<file path="config.mk">
export PLATFORM = sky130hd
export DESIGN_NAME = ad7908_spi_responder_flat
export DESIGN_NICKNAME = d
export VERILOG_FILES = /design/src/rtl/ad7908_spi_responder_if.sv /design/src/rtl/ad7908_spi_responder.sv /design/src/flat_wrapper.sv
export SDC_FILE = /design/constraint.sdc
export NUM_CORES = 1
export LEC_CHECK = 0
export ABC_AREA = 1
export BUFFER_PORTS_ARGS = -buffer_cell sky130_fd_sc_hd__buf_2
export CORE_UTILIZATION = 51
export CTS_CLUSTER_SIZE = 24
export DETAILED_ROUTE_END_ITERATION = 10
export PLACE_DENSITY = 0.89
export SYNTH_ARGS = -nofsm -noshare
export SYNTH_HDL_FRONTEND = slang
export SYNTH_SLANG_ARGS = --single-unit
</file>
<file path="constraint.sdc">
create_clock -name clk -period 2.22 [get_ports clk]
set_clock_uncertainty 0.1 [all_clocks]
set_input_delay 0.444 -clock clk [delete_from_list [all_inputs] [get_ports clk]]
set_output_delay 0.444 -clock clk [all_outputs]
set_load 0.02 [all_outputs]
</file>
<file path="src/rtl/ad7908_spi_responder_if.sv">
// SPI pin bundle between an AD7908-style ADC master and the FPGA-side responder.
// The master modport drives SCK/CS_N/MOSI. The slave modport returns MISO and its output enable.
interface ad7908_spi_responder_if;
    logic spi_sck;
    logic spi_cs_n;
    logic spi_mosi;
    logic spi_miso;
    logic spi_miso_oe;

    modport master (
        output spi_sck,
        output spi_cs_n,
        output spi_mosi,
        input  spi_miso,
        input  spi_miso_oe
    );

    modport slave (
        input  spi_sck,
        input  spi_cs_n,
        input  spi_mosi,
        output spi_miso,
        output spi_miso_oe
    );
endinterface

</file>
<file path="src/rtl/ad7908_spi_responder.sv">
// AD7908 emulator: an 8-channel 8-bit ADC seen from the SPI bus.
// SCK, CS_N and MOSI are oversampled by clk through SYNC_STAGES-deep synchronizers (legal 2..4).
// Each frame returns {0, addr[2:0], data[7:0], 0000} on MISO. A WRITE control word selects the
// address that is converted in the following frame.
// Optional feature macro: AD7908_RESP_STATS_EN adds the frame_cnt/err_cnt statistics outputs.
module ad7908_spi_responder #(
    parameter int unsigned SYNC_STAGES = 2,
    parameter logic [2:0]  RESET_ADDR  = 3'd0
) (
    input  logic                  clk,
    input  logic                  rst,
    ad7908_spi_responder_if.slave spi,
    input  logic [63:0]           ch_data,
    output logic [11:0]           ctrl_word,
    output logic [2:0]            cur_addr,
    output logic                  frame_done,
    output logic                  frame_err
`ifdef AD7908_RESP_STATS_EN
    ,
    output logic [15:0]           frame_cnt,
    output logic [7:0]            err_cnt
`endif
);

    typedef enum logic [1:0] {ST_IDLE, ST_SHIFT, ST_END} state_t;

    logic [SYNC_STAGES-1:0] sck_sync_reg;
    logic [SYNC_STAGES-1:0] cs_sync_reg;
    logic [SYNC_STAGES-1:0] mosi_sync_reg;
    logic                   sck_prev_reg;
    logic                   cs_prev_reg;

    logic sck_s, cs_s, mosi_s;
    logic sck_rise, sck_fall, cs_fall, cs_rise;

    state_t      state_reg;
    logic [15:0] tx_shift_reg;
    logic [11:0] rx_shift_reg;
    logic [4:0]  rise_cnt_reg;
    logic        oe_reg;
    logic [11:0] ctrl_word_reg;
    logic [2:0]  cur_addr_reg;
    logic        frame_done_reg;
    logic        frame_err_reg;

    logic [7:0]  ch_val [8];
    logic [7:0]  sel_val;
    logic [7:0]  tx_data;

    // Synchronizers. CS_N clears to 0, so a CS_N that is already low when reset releases
    // never looks like a falling edge: a frame can start only after CS_N is seen high first.
    always_ff @(posedge clk) begin
        if (rst) begin
            sck_sync_reg  <= '0;
            cs_sync_reg   <= '0;
            mosi_sync_reg <= '0;
            sck_prev_reg  <= 1'b0;
            cs_prev_reg   <= 1'b0;
        end else begin
            sck_sync_reg  <= {sck_sync_reg[SYNC_STAGES-2:0], spi.spi_sck};
            cs_sync_reg   <= {cs_sync_reg[SYNC_STAGES-2:0], spi.spi_cs_n};
            mosi_sync_reg <= {mosi_sync_reg[SYNC_STAGES-2:0], spi.spi_mosi};
            sck_prev_reg  <= sck_s;
            cs_prev_reg   <= cs_s;
        end
    end

    assign sck_s    = sck_sync_reg[SYNC_STAGES-1];
    assign cs_s     = cs_sync_reg[SYNC_STAGES-1];
    assign mosi_s   = mosi_sync_reg[SYNC_STAGES-1];
    assign sck_rise = sck_s & ~sck_prev_reg;
    assign sck_fall = ~sck_s & sck_prev_reg;
    assign cs_fall  = ~cs_s & cs_prev_reg;
    assign cs_rise  = cs_s & ~cs_prev_reg;

    // Split the flat channel bus into per-channel bytes.
    for (genvar gi = 0; gi < 8; gi++) begin : g_ch
        assign ch_val[gi] = ch_data[8*gi +: 8];
    end

    // Track/hold sample of the addressed channel. CODING=0 selects two's complement (MSB flipped).
    always_comb begin
        sel_val = ch_val[cur_addr_reg];
        tx_data = ctrl_word_reg[0] ? sel_val : (sel_val ^ 8'h80);
    end

    // Frame FSM: load on CS fall, shift MOSI on SCK rise and MISO on SCK fall, decode on CS rise.
    always_ff @(posedge clk) begin
        if (rst) begin
            state_reg      <= ST_IDLE;
            tx_shift_reg   <= '0;
            rx_shift_reg   <= '0;
            rise_cnt_reg   <= '0;
            oe_reg         <= 1'b0;
            ctrl_word_reg  <= 12'h000;
            cur_addr_reg   <= RESET_ADDR;
            frame_done_reg <= 1'b0;
            frame_err_reg  <= 1'b0;
        end else begin
            frame_done_reg <= 1'b0;
            frame_err_reg  <= 1'b0;
            case (state_reg)
                ST_IDLE: begin
                    if (cs_fall) begin
                        state_reg    <= ST_SHIFT;
                        tx_shift_reg <= {1'b0, cur_addr_reg, tx_data, 4'b0000};
                        rx_shift_reg <= '0;
                        rise_cnt_reg <= '0;
                        oe_reg       <= 1'b1;
                    end
                end
                ST_SHIFT: begin
                    // CS rise takes priority over a coincident SCK fall.
                    if (cs_rise) begin
                        state_reg <= ST_END;
                        oe_reg    <= 1'b0;
                    end else begin
                        if (sck_rise) begin
                            // Only the first 12 MOSI bits form the control word.
                            if (rise_cnt_reg < 5'd12) begin
                                rx_shift_reg <= {rx_shift_reg[10:0], mosi_s};
                            end
                            if (rise_cnt_reg != 5'd31) begin
                                rise_cnt_reg <= rise_cnt_reg + 5'd1;
                            end
                        end
                        // Zero fill keeps MISO low once all 16 bits have been sent.
                        if (sck_fall && (rise_cnt_reg != 5'd0)) begin
                            tx_shift_reg <= {tx_shift_reg[14:0], 1'b0};
                        end
                    end
                end
                ST_END: begin
                    state_reg    <= ST_IDLE;
                    tx_shift_reg <= '0;
                    if (rise_cnt_reg >= 5'd16) begin
                        frame_done_reg <= 1'b1;
                        if (rx_shift_reg[11]) begin
                            ctrl_word_reg <= rx_shift_reg;
                            cur_addr_reg  <= rx_shift_reg[8:6];
                        end
                    end else begin
                        frame_err_reg <= 1'b1;
                    end
                end
                default: state_reg <= ST_IDLE;
            endcase
        end
    end

    assign spi.spi_miso    = tx_shift_reg[15];
    assign spi.spi_miso_oe = oe_reg;
    assign ctrl_word       = ctrl_word_reg;
    assign cur_addr        = cur_addr_reg;
    assign frame_done      = frame_done_reg;
    assign frame_err       = frame_err_reg;

`ifdef AD7908_RESP_STATS_EN
    logic [15:0] frame_cnt_reg;
    logic [7:0]  err_cnt_reg;

    // Saturating counters of good and short frames.
    always_ff @(posedge clk) begin
        if (rst) begin
            frame_cnt_reg <= '0;
            err_cnt_reg   <= '0;
        end else begin
            if (frame_done_reg && (frame_cnt_reg != 16'hFFFF)) begin
                frame_cnt_reg <= frame_cnt_reg + 16'd1;
            end
            if (frame_err_reg && (err_cnt_reg != 8'hFF)) begin
                err_cnt_reg <= err_cnt_reg + 8'd1;
            end
        end
    end

    assign frame_cnt = frame_cnt_reg;
    assign err_cnt   = err_cnt_reg;
`endif

endmodule

</file>
<file path="src/flat_wrapper.sv">
// flat-port wrapper written by rule: the top's interface ports become plain ports
module ad7908_spi_responder_flat 
#(
    parameter int unsigned SYNC_STAGES = 2,
    parameter logic [2:0]  RESET_ADDR  = 3'd0
)
  (clk, rst, ch_data, ctrl_word, cur_addr, frame_done, frame_err, spi_spi_sck, spi_spi_cs_n, spi_spi_mosi, spi_spi_miso, spi_spi_miso_oe);
  ad7908_spi_responder_if spi_i ();
  input  logic clk;
  input  logic rst;
  input  logic [63:0] ch_data;
  output logic [11:0] ctrl_word;
  output logic [2:0] cur_addr;
  output logic frame_done;
  output logic frame_err;
  input wire logic [$bits(spi_i.spi_sck)-1:0] spi_spi_sck;
  input wire logic [$bits(spi_i.spi_cs_n)-1:0] spi_spi_cs_n;
  input wire logic [$bits(spi_i.spi_mosi)-1:0] spi_spi_mosi;
  output wire logic [$bits(spi_i.spi_miso)-1:0] spi_spi_miso;
  output wire logic [$bits(spi_i.spi_miso_oe)-1:0] spi_spi_miso_oe;
  assign spi_i.spi_sck = spi_spi_sck;
  assign spi_i.spi_cs_n = spi_spi_cs_n;
  assign spi_i.spi_mosi = spi_spi_mosi;
  assign spi_spi_miso = spi_i.spi_miso;
  assign spi_spi_miso_oe = spi_i.spi_miso_oe;
  ad7908_spi_responder #(.SYNC_STAGES(SYNC_STAGES), .RESET_ADDR(RESET_ADDR)) u_core (.clk(clk), .rst(rst), .spi(spi_i), .ch_data(ch_data), .ctrl_word(ctrl_word), .cur_addr(cur_addr), .frame_done(frame_done), .frame_err(frame_err));
endmodule
</file>
==> reports/results.txt, run 1 <==
Worst path max stage delay = 0.39 ns
status = complete, no violations
main flop type after synthesis = dfxtp_1
Unique masters post-synth = 26
cts bufs inserted = 5
diodes inserted = 0
PortBufs = 87
Worst path most repeated cell = inv_2
min-delay worst type = in2reg
required time of the critical path = 2.35 ns
Worst-path clk slew = 0.09 ns
cell count after synthesis = 420
Yosys reg bits = 54
worst hold path depth = 3
f_max = 513.2 MHz
fillers = 520
EDFF count, synth = 0
r2r worst-path depth = 9
drt first pass iters = 4
GR Layer Usage met2 = 44.82%
Rel. slew slack = 65.78%
slew at the pin closest to its max-slew limit = 0.5101 ns
gr usage total = 22.91%
crit-path max FO = 13
P per Cell Area = 545.5 mW/mm2
DP HPWL = 4915 um
routed len/inst = 11.76 um
Arrival @ worst endpoint = 2.08 ns
post-cts resize count = 0
Leakage Power = 0.001543 uW
crit end category = flip-flop
Die Footprint = 0.005940 mm2
Root Driver = clkbuf_8
RD Place Congestion = 0.8597
CP startpoint kind = flip-flop
most common cell in the netlist = nand2_1
Worst path slowest cell = dfxtp_1
grt met1 use = 23.40%
Top Ports = 88
Syn Nets = 496
DIE HEIGHT = 77.07 um
Switch Pwr = 421.2 uW
final slew viol count = 0
vias in the first global route = 2717
clock power share = 35.0%
worst skew pair latency = 0.31 ns
dominant cell type by area after synthesis = dfxtp_1
clock sink total = 54
Flop pwr share = 54.3%
Avg Cell Area, Syn = 6.843 um2
endpoints failing hold = 0
Clock Path Buffers = 2
Setup TNS = 0 ns
DR iter-0 viols = 126
sw frac = 22.99%
top-area cell type share of the netlist area = 37.61%
mapped cell area = 0.002874 mm2
Post-CTS Repair Setup Buffers = 0
nets = 571
DRT Wirelength = 6658 um
layout cell share with drive strength beyond 1 = 22.98%
htree depth = 2
starting density of the core = 54.53%
Die W = 77.07 um
synth top area cells = dfxtp_1 38%, a21oi_1 8.9%, nand2_1 8.4%
Max Cap Viol = 0
Hold-fix buffers, CTS = 0
RSZ-0062 raised after global routing = false
vias per cell = 5.074
Final period util = 87.77%
CP cell instances = inv_1, ha_1, nand2_1, nand2_2, inv_2, nand3_2, inv_2, nand3_1, a21oi_1
CORE AREA = 0.005270 mm2
Overflow after GRT = 0
Final setup viols = 0
row count = 26
Post-route DRC = 0
TritonCTS clock tree = built
hold slack = 0.2318 ns
routing usage on met3 = 5.952%
Via Count = 2872
antenna violations before repair = 0
Comb power frac = 10.7%
pin count of the biggest net entering global routing = 35
first-pass GRT wire length = 11210 um
post-layout min period = 1.948 ns
Top Usage Layer GRT = met2
Synth async-reset ratio = 0%
post-synthesis sequential area ratio = 37.61%
synth warn = 0
Area Overhead vs Synth = 16.85%
kind of critical path = reg2reg
Post-synth top cells = 64 x nand2_1, 59 x nor2_1, 54 x dfxtp_1
ANT nets after route = 0
VDD IR max = 412.9 uV
Int Power = 1411 uW
## layout by cell type, fill, tap and decap left out, drive strengths merged
cell,instances
dfxtp,54
nor3,3
nand4,2
nand2,67
buf,94
bufinv,1
inv,50
clkinv,2
o22ai,1
a21oi,52
o211ai,12
nand3,37
nor2,61
o21ai,46
clkbuf,7
ha,7
## cells by family (layout without fill, tap and decap cells)
kind of cell | count (synthesis) | in the layout | share of synthesized area, %
AO/OA/AOI/OAI | 111 | 111 | 20.55
adder cells (fa/ha/maj) | 7 | 7 | 3.047
buffers and inverters | 78 | 154 | 13.67
flip-flops | 54 | 54 | 37.61
AND/OR/NAND/NOR | 170 | 170 | 25.12
## layout make-up
type | instances | area, um2 | share of cell area (%)
clock buffer | 7 | 76.32 | 2.273
clock inverter | 1 | 30.03 | 0.8942
inverter | 52 | 195.2 | 5.812
multi-input combinational | 288 | 1400 | 41.69
sequential | 54 | 1081 | 32.19
tap | 70 | 87.58 | 2.608
timing repair buffer | 94 | 488.0 | 14.53
## per-layer routing
layer  vias up  part of all wire [%]
met4         0                   1.4
met5         -                     0
li1       1514                     -
met3        10                   6.7
met1      1258                    43
met2        90                    49
## power by group through the flow
stage	registers [uW]	clock network (uW)	logic, uW
finish	996	640	196
global route	998	694	220
CTS	996	654	197
detailed placement	1020	0	195
global placement	1020	0	189
floorplan	1020	0	119
## through the flow
| step | std cells | setup WS, ns | util [%] | instance area [um2] | power, uW |
|---|---|---|---|---|---|
| 4_1_cts | 566 | 0.2853 | 63.72 | 3358 | 1846 |
| 3_5_place_dp | 558 | 0.3166 | 61.70 | 3252 | 1214 |
| 3_3_place_gp | 558 | 0.4657 | 61.70 | 3252 | 1207 |
| 5_1_grt | 566 | 0.1113 | 63.72 | 3358 | 1912 |
| 2_1_floorplan | 420 | 0.6640 | - | 2874 | 1138 |
| 6_report | 566 | 0.2715 | 63.72 | 3358 | 1832 |
## path summary, 6_finish.rpt
kind | start | endpoint | slack [ns]
worst min-delay path | spi_spi_cs_n | u_core.cs_sync_reg[0] | 0.23
worst min register to register | u_core.sck_sync_reg[0] | u_core.sck_sync_reg[1] | 0.31
worst max register to register | u_core.state_reg[1] | u_core.rx_shift_reg[2] | 0.27
worst max-delay path | u_core.state_reg[1] | u_core.rx_shift_reg[2] | 0.27
## worst max-delay path, delay by kind of cell, from the launching register on
family / cells / cell delay (ns)
simple gates: 4 / 0.52
buf+inv: 3 / 0.42
flops: 1 / 0.39
fa+ha+maj: 1 / 0.29
compound gates: 1 / 0.15
(Power assumes the default switching activity.)
==> inputs of run 2 (changes only) <==
CORE_UTILIZATION = 55   (was 51)
PLACE_DENSITY = 0.95   (was 0.89)
clock period = 2.5 ns   (was 2.22 ns; I/O delays follow)
==> reports/results.txt, run 2 (synthesized netlist as in run 1, its figures left out) <==
RSZ-0062 raised after global routing = false (unchanged)
cts bufs inserted = 5 (unchanged)
slew at the pin closest to its max-slew limit = 0.4844 ns (was 0.5101 ns)
most common cell after layout, fill and taps aside = buf_2 (unchanged)
worst hold path depth = 3 (unchanged)
TritonCTS clock tree = built (unchanged)
layout cell share with drive strength beyond 1 = 22.52% (was 22.98%)
htree depth = 2 (unchanged)
vias per cell = 5.289 (was 5.074)
routed len/inst = 11.82 um (was 11.76 um)
row count = 25 (was 26)
vias in the first global route = 2605 (was 2717)
RD Place Congestion = 0.8256 (was 0.8597)
Area Overhead vs Synth = 15.15% (was 16.85%)
R2R Path End = u_core.rx_shift_reg[9] (was u_core.rx_shift_reg[2])
r2r worst-path depth = 8 (was 9)
post-layout min period = 2.020 ns
Pwr Total = 1502 uW (was 1832 uW)
Via Count = 2962 (was 2872)
Final setup viols = 0 (unchanged)
post-place setup slack = 0.5250 ns (was 0.3166 ns)
dpl cells = 553 (was 558)
first-pass GRT wire length = 10330 um (was 11210 um)
gr usage total = 23.91% (was 22.91%)
f_max = 495.1 MHz
Worst Hold Launch = spi_spi_sck (was spi_spi_cs_n)
crit-path max FO = 23 (was 13)
Worst-path clk slew = 0.08 ns (was 0.09 ns)
Leakage Power = 0.001518 uW (was 0.001543 uW)
status = complete, no violations (unchanged)
max layer used = met4 (unchanged)
Hold-fix buffers, CTS = 0 (unchanged)
Rel. slew slack = 67.51% (was 65.78%)
Overflow after GRT = 0 (unchanged)
antenna violations before repair = 0 (unchanged)
CP top delay family = flip-flops (was simple AND/OR/NAND/NOR gates)
diodes inserted = 0 (unchanged)
Setup WS post-layout = 0.4803 ns (was 0.2715 ns)
VDD IR max = 387.7 uV (was 412.9 uV)
Post-route DRC = 0 (unchanged)
non-filler cells, final = 560 (was 566)
clock sink total = 54 (unchanged)
Worst path slowest cell = dfxtp_1 (unchanged)
DRT Wirelength = 6619 um (was 6658 um)
Clock Path Buffers = 2 (unchanged)
drt first pass iters = 5 (was 4)
worst skew pair latency = 0.30 ns (was 0.31 ns)
met3 wire len = 402 um (was 444 um)
required time of the critical path = 1.90 ns (was 2.35 ns)
ANT nets after route = 0 (unchanged)
CP startpoint kind = flip-flop (unchanged)
DR iter-0 viols = 149 (was 126)
CP cell instances = buf_4, buf_2 (was inv_1, ha_1, nand2_1, nand2_2, inv_2, nand3_2, inv_2, nand3_1, a21oi_1)
Final period util = 80.79%
Setup TNS = 0 ns (unchanged)
Root Driver = clkbuf_8 (unchanged)
crit path buf inv count = 2 (was 3)
Post-CTS Repair Setup Buffers = 0 (unchanged)
CORE AREA = 0.004880 mm2 (was 0.005270 mm2)
crit end category = output port (was flip-flop)
PortBufs = 87 (unchanged)
Worst R2R Setup Slack = 0.49 ns (was 0.27 ns)
kind of critical path = reg2out (was reg2reg)
nets = 569 (was 571)
Max Cap Viol = 0 (unchanged)
starting density of the core = 58.90% (was 54.53%)
final slew viol count = 0 (unchanged)
Worst path max stage delay = 0.59 ns (was 0.39 ns)
DIE HEIGHT = 74.29 um (was 77.07 um)
Arrival @ worst endpoint = 1.42 ns (was 2.08 ns)
worst r2r src = u_core.state_reg[1] (unchanged)
pin count of the biggest net entering global routing = 35 (unchanged)
WL met2 = 3414 um (was 3277 um)
Die Footprint = 0.005518 mm2 (was 0.005940 mm2)
Top Ports = 88 (unchanged)
P per Cell Area = 453.7 mW/mm2 (was 545.5 mW/mm2)
post-cts resize count = 0 (unchanged)
DRT met1 WL = 2711 um (was 2843 um)
WHS Endpoint = u_core.sck_sync_reg[0] (was u_core.cs_sync_reg[0])
Die W = 74.29 um (was 77.07 um)
min-delay worst type = in2reg (unchanged)
DP HPWL = 4763 um (was 4915 um)
most frequent cells in the layout = 87 x buf_2, 64 x nand2_1, 59 x nor2_1 (unchanged)
endpoints failing hold = 0 (unchanged)
==> run 2: cell types whose count changed in the layout (fill, tap and decap cells not counted), sizes merged <==
cell and change:
buf -2, bufinv -1
==> run 2: metrics by stage <==
stage | cell area (um2) | utilization, % | hold WS, ns
after CTS | 3309 | 67.82 | 0.2924
final | 3309 | 67.82 | 0.2970
after global routing | 3309 | 67.82 | 0.2875
after detailed placement | 3233 | 66.26 | 0.2939
after floorplan | 2874 | - | 0.2883
after global placement | 3233 | 66.26 | 0.2930
==> run 2: layer usage <==
metal / vias to the layer above / GRT usage, %
met2: 102 / 45.96
li1: 1506 / -
met5: - / 0
met3: 11 / 5.149
met1: 1343 / 24.85
met4: 0 / 10.27
==> run 2: layout make-up <==
| type | instances | area [um2] |
|---|---|---|
| Clock buffer | 7 | 76.32 |
| Timing Repair Buffer | 92 | 473.0 |
| Inverter | 52 | 195.2 |
| Sequential cell | 54 | 1081 |
| Fill cell | 392 | 1570 |
| Tap cell | 67 | 83.83 |
| Multi-Input combinational cell | 288 | 1400 |
==> run 2: worst max path at each step <==
stage,start,end,slack [ns],depth (start not counted)
3_5_place_dp,u_core.state_reg[1],u_core.rx_shift_reg[4],0.53,8
3_3_place_gp,u_core.state_reg[1],u_core.rx_shift_reg[3],0.68,8
5_1_grt,u_core.state_reg[1],u_core.rx_shift_reg[9],0.34,8
6_report,u_core.cur_addr[0],ctrl_word[6],0.48,2
4_1_cts,u_core.cur_addr[0],ctrl_word[6],0.49,2
2_1_floorplan,u_core.state_reg[1],u_core.tx_shift_reg[10],0.94,9
==> run 2: worst min-delay path, cell delays in order <==
cell    delay, ns
buf_2        0.09
inv_1        0.04
nor2_1       0.03
==> run 2: where the power goes <==
| part | switching [uW] | total, uW | internal, uW |
|---|---|---|---|
| Clock | 249 | 442 | 193 |
| Sequential | 8.26 | 884 | 876 |
| Combinational | 98.3 | 175 | 76.8 |
| Total | 355 | 1500 | 1150 |
==> inputs of run 3 (changes only) <==
CORE_UTILIZATION = 51   (was 55)
PLACE_DENSITY = 0.89   (was 0.95)
clock period = 2 ns   (was 2.5 ns; I/O delays follow)
==> reports/results.txt, run 3 (synthesized netlist as in run 1, its figures left out) <==
starting density of the core = 54.53% (was 58.90%)
final slew viol count = 0 (unchanged)
Die W = 77.07 um (was 74.29 um)
Top Ports = 88 (unchanged)
post-place setup slack = 0.1832 ns (was 0.5250 ns)
GR Layer Usage met2 = 40.80% (was 45.96%)
gr usage total = 23.25% (was 23.91%)
Setup WS post-layout = 0.1327 ns (was 0.4803 ns)
cts bufs inserted = 5 (unchanged)
r2r worst-path depth = 8 (unchanged)
grt met1 use = 26.01% (was 24.85%)
CP startpoint kind = flip-flop (unchanged)
Worst path max stage delay = 0.42 ns (was 0.59 ns)
CORE AREA = 0.005270 mm2 (was 0.004880 mm2)
ANT nets after route = 0 (unchanged)
slew at the pin closest to its max-slew limit = 0.4941 ns (was 0.4844 ns)
Worst path most repeated cell = nand2_1
Worst R2R Setup Slack = 0.13 ns (was 0.49 ns)
routed len/inst = 12.06 um (was 11.82 um)
DP HPWL = 5016 um (was 4763 um)
Rel. slew slack = 66.86% (was 67.51%)
Arrival @ worst endpoint = 2.01 ns (was 1.42 ns)
DRT Wirelength = 6837 um (was 6619 um)
Final period util = 93.37%
hold slack = 0.1839 ns (was 0.2970 ns)
RD Place Congestion = 0.8348 (was 0.8256)
DR iter-0 viols = 132 (was 149)
Worst-path clk slew = 0.09 ns (was 0.08 ns)
routing usage on met3 = 5.833% (was 5.149%)
kind of critical path = reg2reg (was reg2out)
worst skew pair latency = 0.31 ns (was 0.30 ns)
crit-path max FO = 9 (was 23)
Pwr Total = 1945 uW (was 1502 uW)
antenna violations before repair = 0 (unchanged)
Leakage Power = 0.001545 uW (was 0.001518 uW)
TritonCTS clock tree = built (unchanged)
Root Driver = clkbuf_8 (unchanged)
row count = 26 (was 25)
Top Usage Layer GRT = met2 (unchanged)
required time of the critical path = 2.14 ns (was 1.90 ns)
Worst Hold Launch = spi_spi_sck (unchanged)
endpoints failing hold = 0 (unchanged)
status = complete, no violations (unchanged)
post-cts resize count = 0 (unchanged)
Die Footprint = 0.005940 mm2 (was 0.005518 mm2)
post-layout min period = 1.867 ns
nets = 572 (was 569)
Final setup viols = 0 (unchanged)
vias per cell = 5.222 (was 5.289)
vias in the first global route = 2628 (was 2605)
WHS Endpoint = u_core.sck_sync_reg[0] (unchanged)
most common cell after layout, fill and taps aside = buf_2 (unchanged)
min-delay worst type = in2reg (unchanged)
final cell utilization of the core = 63.68% (was 67.82%)
Max Cap Viol = 0 (unchanged)
Area Overhead vs Synth = 16.76% (was 15.15%)
fillers = 461 (was 392)
Setup TNS = 0 ns (unchanged)
f_max = 535.5 MHz
R2R Path End = u_core.tx_shift_reg[13] (was u_core.rx_shift_reg[9])
P per Cell Area = 579.7 mW/mm2 (was 453.7 mW/mm2)
worst r2r src = u_core.state_reg[0] (was u_core.state_reg[1])
Overflow after GRT = 0 (unchanged)
first-pass GRT wire length = 11220 um (was 10330 um)
layout cell share with drive strength beyond 1 = 23.34% (was 22.52%)
PortBufs = 87 (unchanged)
worst hold path depth = 3 (unchanged)
clock sink total = 54 (unchanged)
DIE HEIGHT = 77.07 um (was 74.29 um)
pin count of the biggest net entering global routing = 35 (unchanged)
Worst path slowest cell = ha_1 (was dfxtp_1)
Post-CTS Repair Setup Buffers = 0 (unchanged)
VDD IR max = 309.8 uV (was 387.7 uV)
Clock Path Buffers = 2 (unchanged)
htree depth = 2 (unchanged)
drt first pass iters = 4 (was 5)
Post-route DRC = 0 (unchanged)
most frequent cells in the layout = 87 x buf_2, 64 x nand2_1, 59 x nor2_1 (unchanged)
CP cell instances = inv_1, ha_1, nand2_1, inv_2, nand2_1, o21ai_0, nand3_1, a21oi_1 (was buf_4, buf_2)
Via Count = 2961 (was 2962)
diodes inserted = 0 (unchanged)
Hold-fix buffers, CTS = 0 (unchanged)
RSZ-0062 raised after global routing = false (unchanged)
crit end category = flip-flop (was output port)
## run 3: worst max path at each step
stage	start	endpoint	slack, ns	cells after the start
after floorplan	u_core.state_reg[1]	u_core.tx_shift_reg[10]	0.44	9
after global placement	u_core.state_reg[1]	u_core.tx_shift_reg[11]	0.28	8
after detailed placement	u_core.state_reg[1]	u_core.tx_shift_reg[15]	0.18	8
after CTS	u_core.state_reg[1]	u_core.tx_shift_reg[4]	0.16	9
after global routing	u_core.state_reg[1]	u_core.rise_cnt_reg[1]	0.0002	8
final	u_core.state_reg[0]	u_core.tx_shift_reg[13]	0.13	8
## run 3: cell type report
type / count / area, um2 / area share [%]
multi-input combinational: 288 / 1405 / 41.87
sequential: 54 / 1081 / 32.21
timing repair buffer: 95 / 495.5 / 14.77
inverter: 52 / 195.2 / 5.817
tap: 70 / 87.58 / 2.610
clock buffer: 7 / 86.33 / 2.573
clock inverter: 1 / 5.005 / 0.1491
## run 3: critical path, delay by kind of cell, from the launching register on
kind	cells	cell delay, ns
AOI/OAI and AO/OA	2	0.27
buffers and inverters	2	0.26
adders and majority gates	1	0.42
and+or+nand+nor	3	0.34
DFF	1	0.40
## run 3: per-stage QoR
step	cells	cell area, um2
2_1_floorplan	420	2874
3_3_place_gp	559	3259
3_5_place_dp	559	3259
4_1_cts	567	3351
5_1_grt	567	3356
6_report	567	3356
## run 3: where the power goes
group | switching (uW) | leakage, uW | internal [uW] | total, uW
combinational | 124 | 0.00106 | 98.1 | 222
sequential | 10.7 | 0.000437 | 1100 | 1110
clock | 337 | 0.0000482 | 280 | 617
total | 472 | 0.00154 | 1470 | 1950
## run 3: routing by layer
layer	up-vias	part of all wire, %
li1	1513	-
met1	1318	43
met2	112	48
met3	18	7.0
met4	0	2.4
met5	-	0
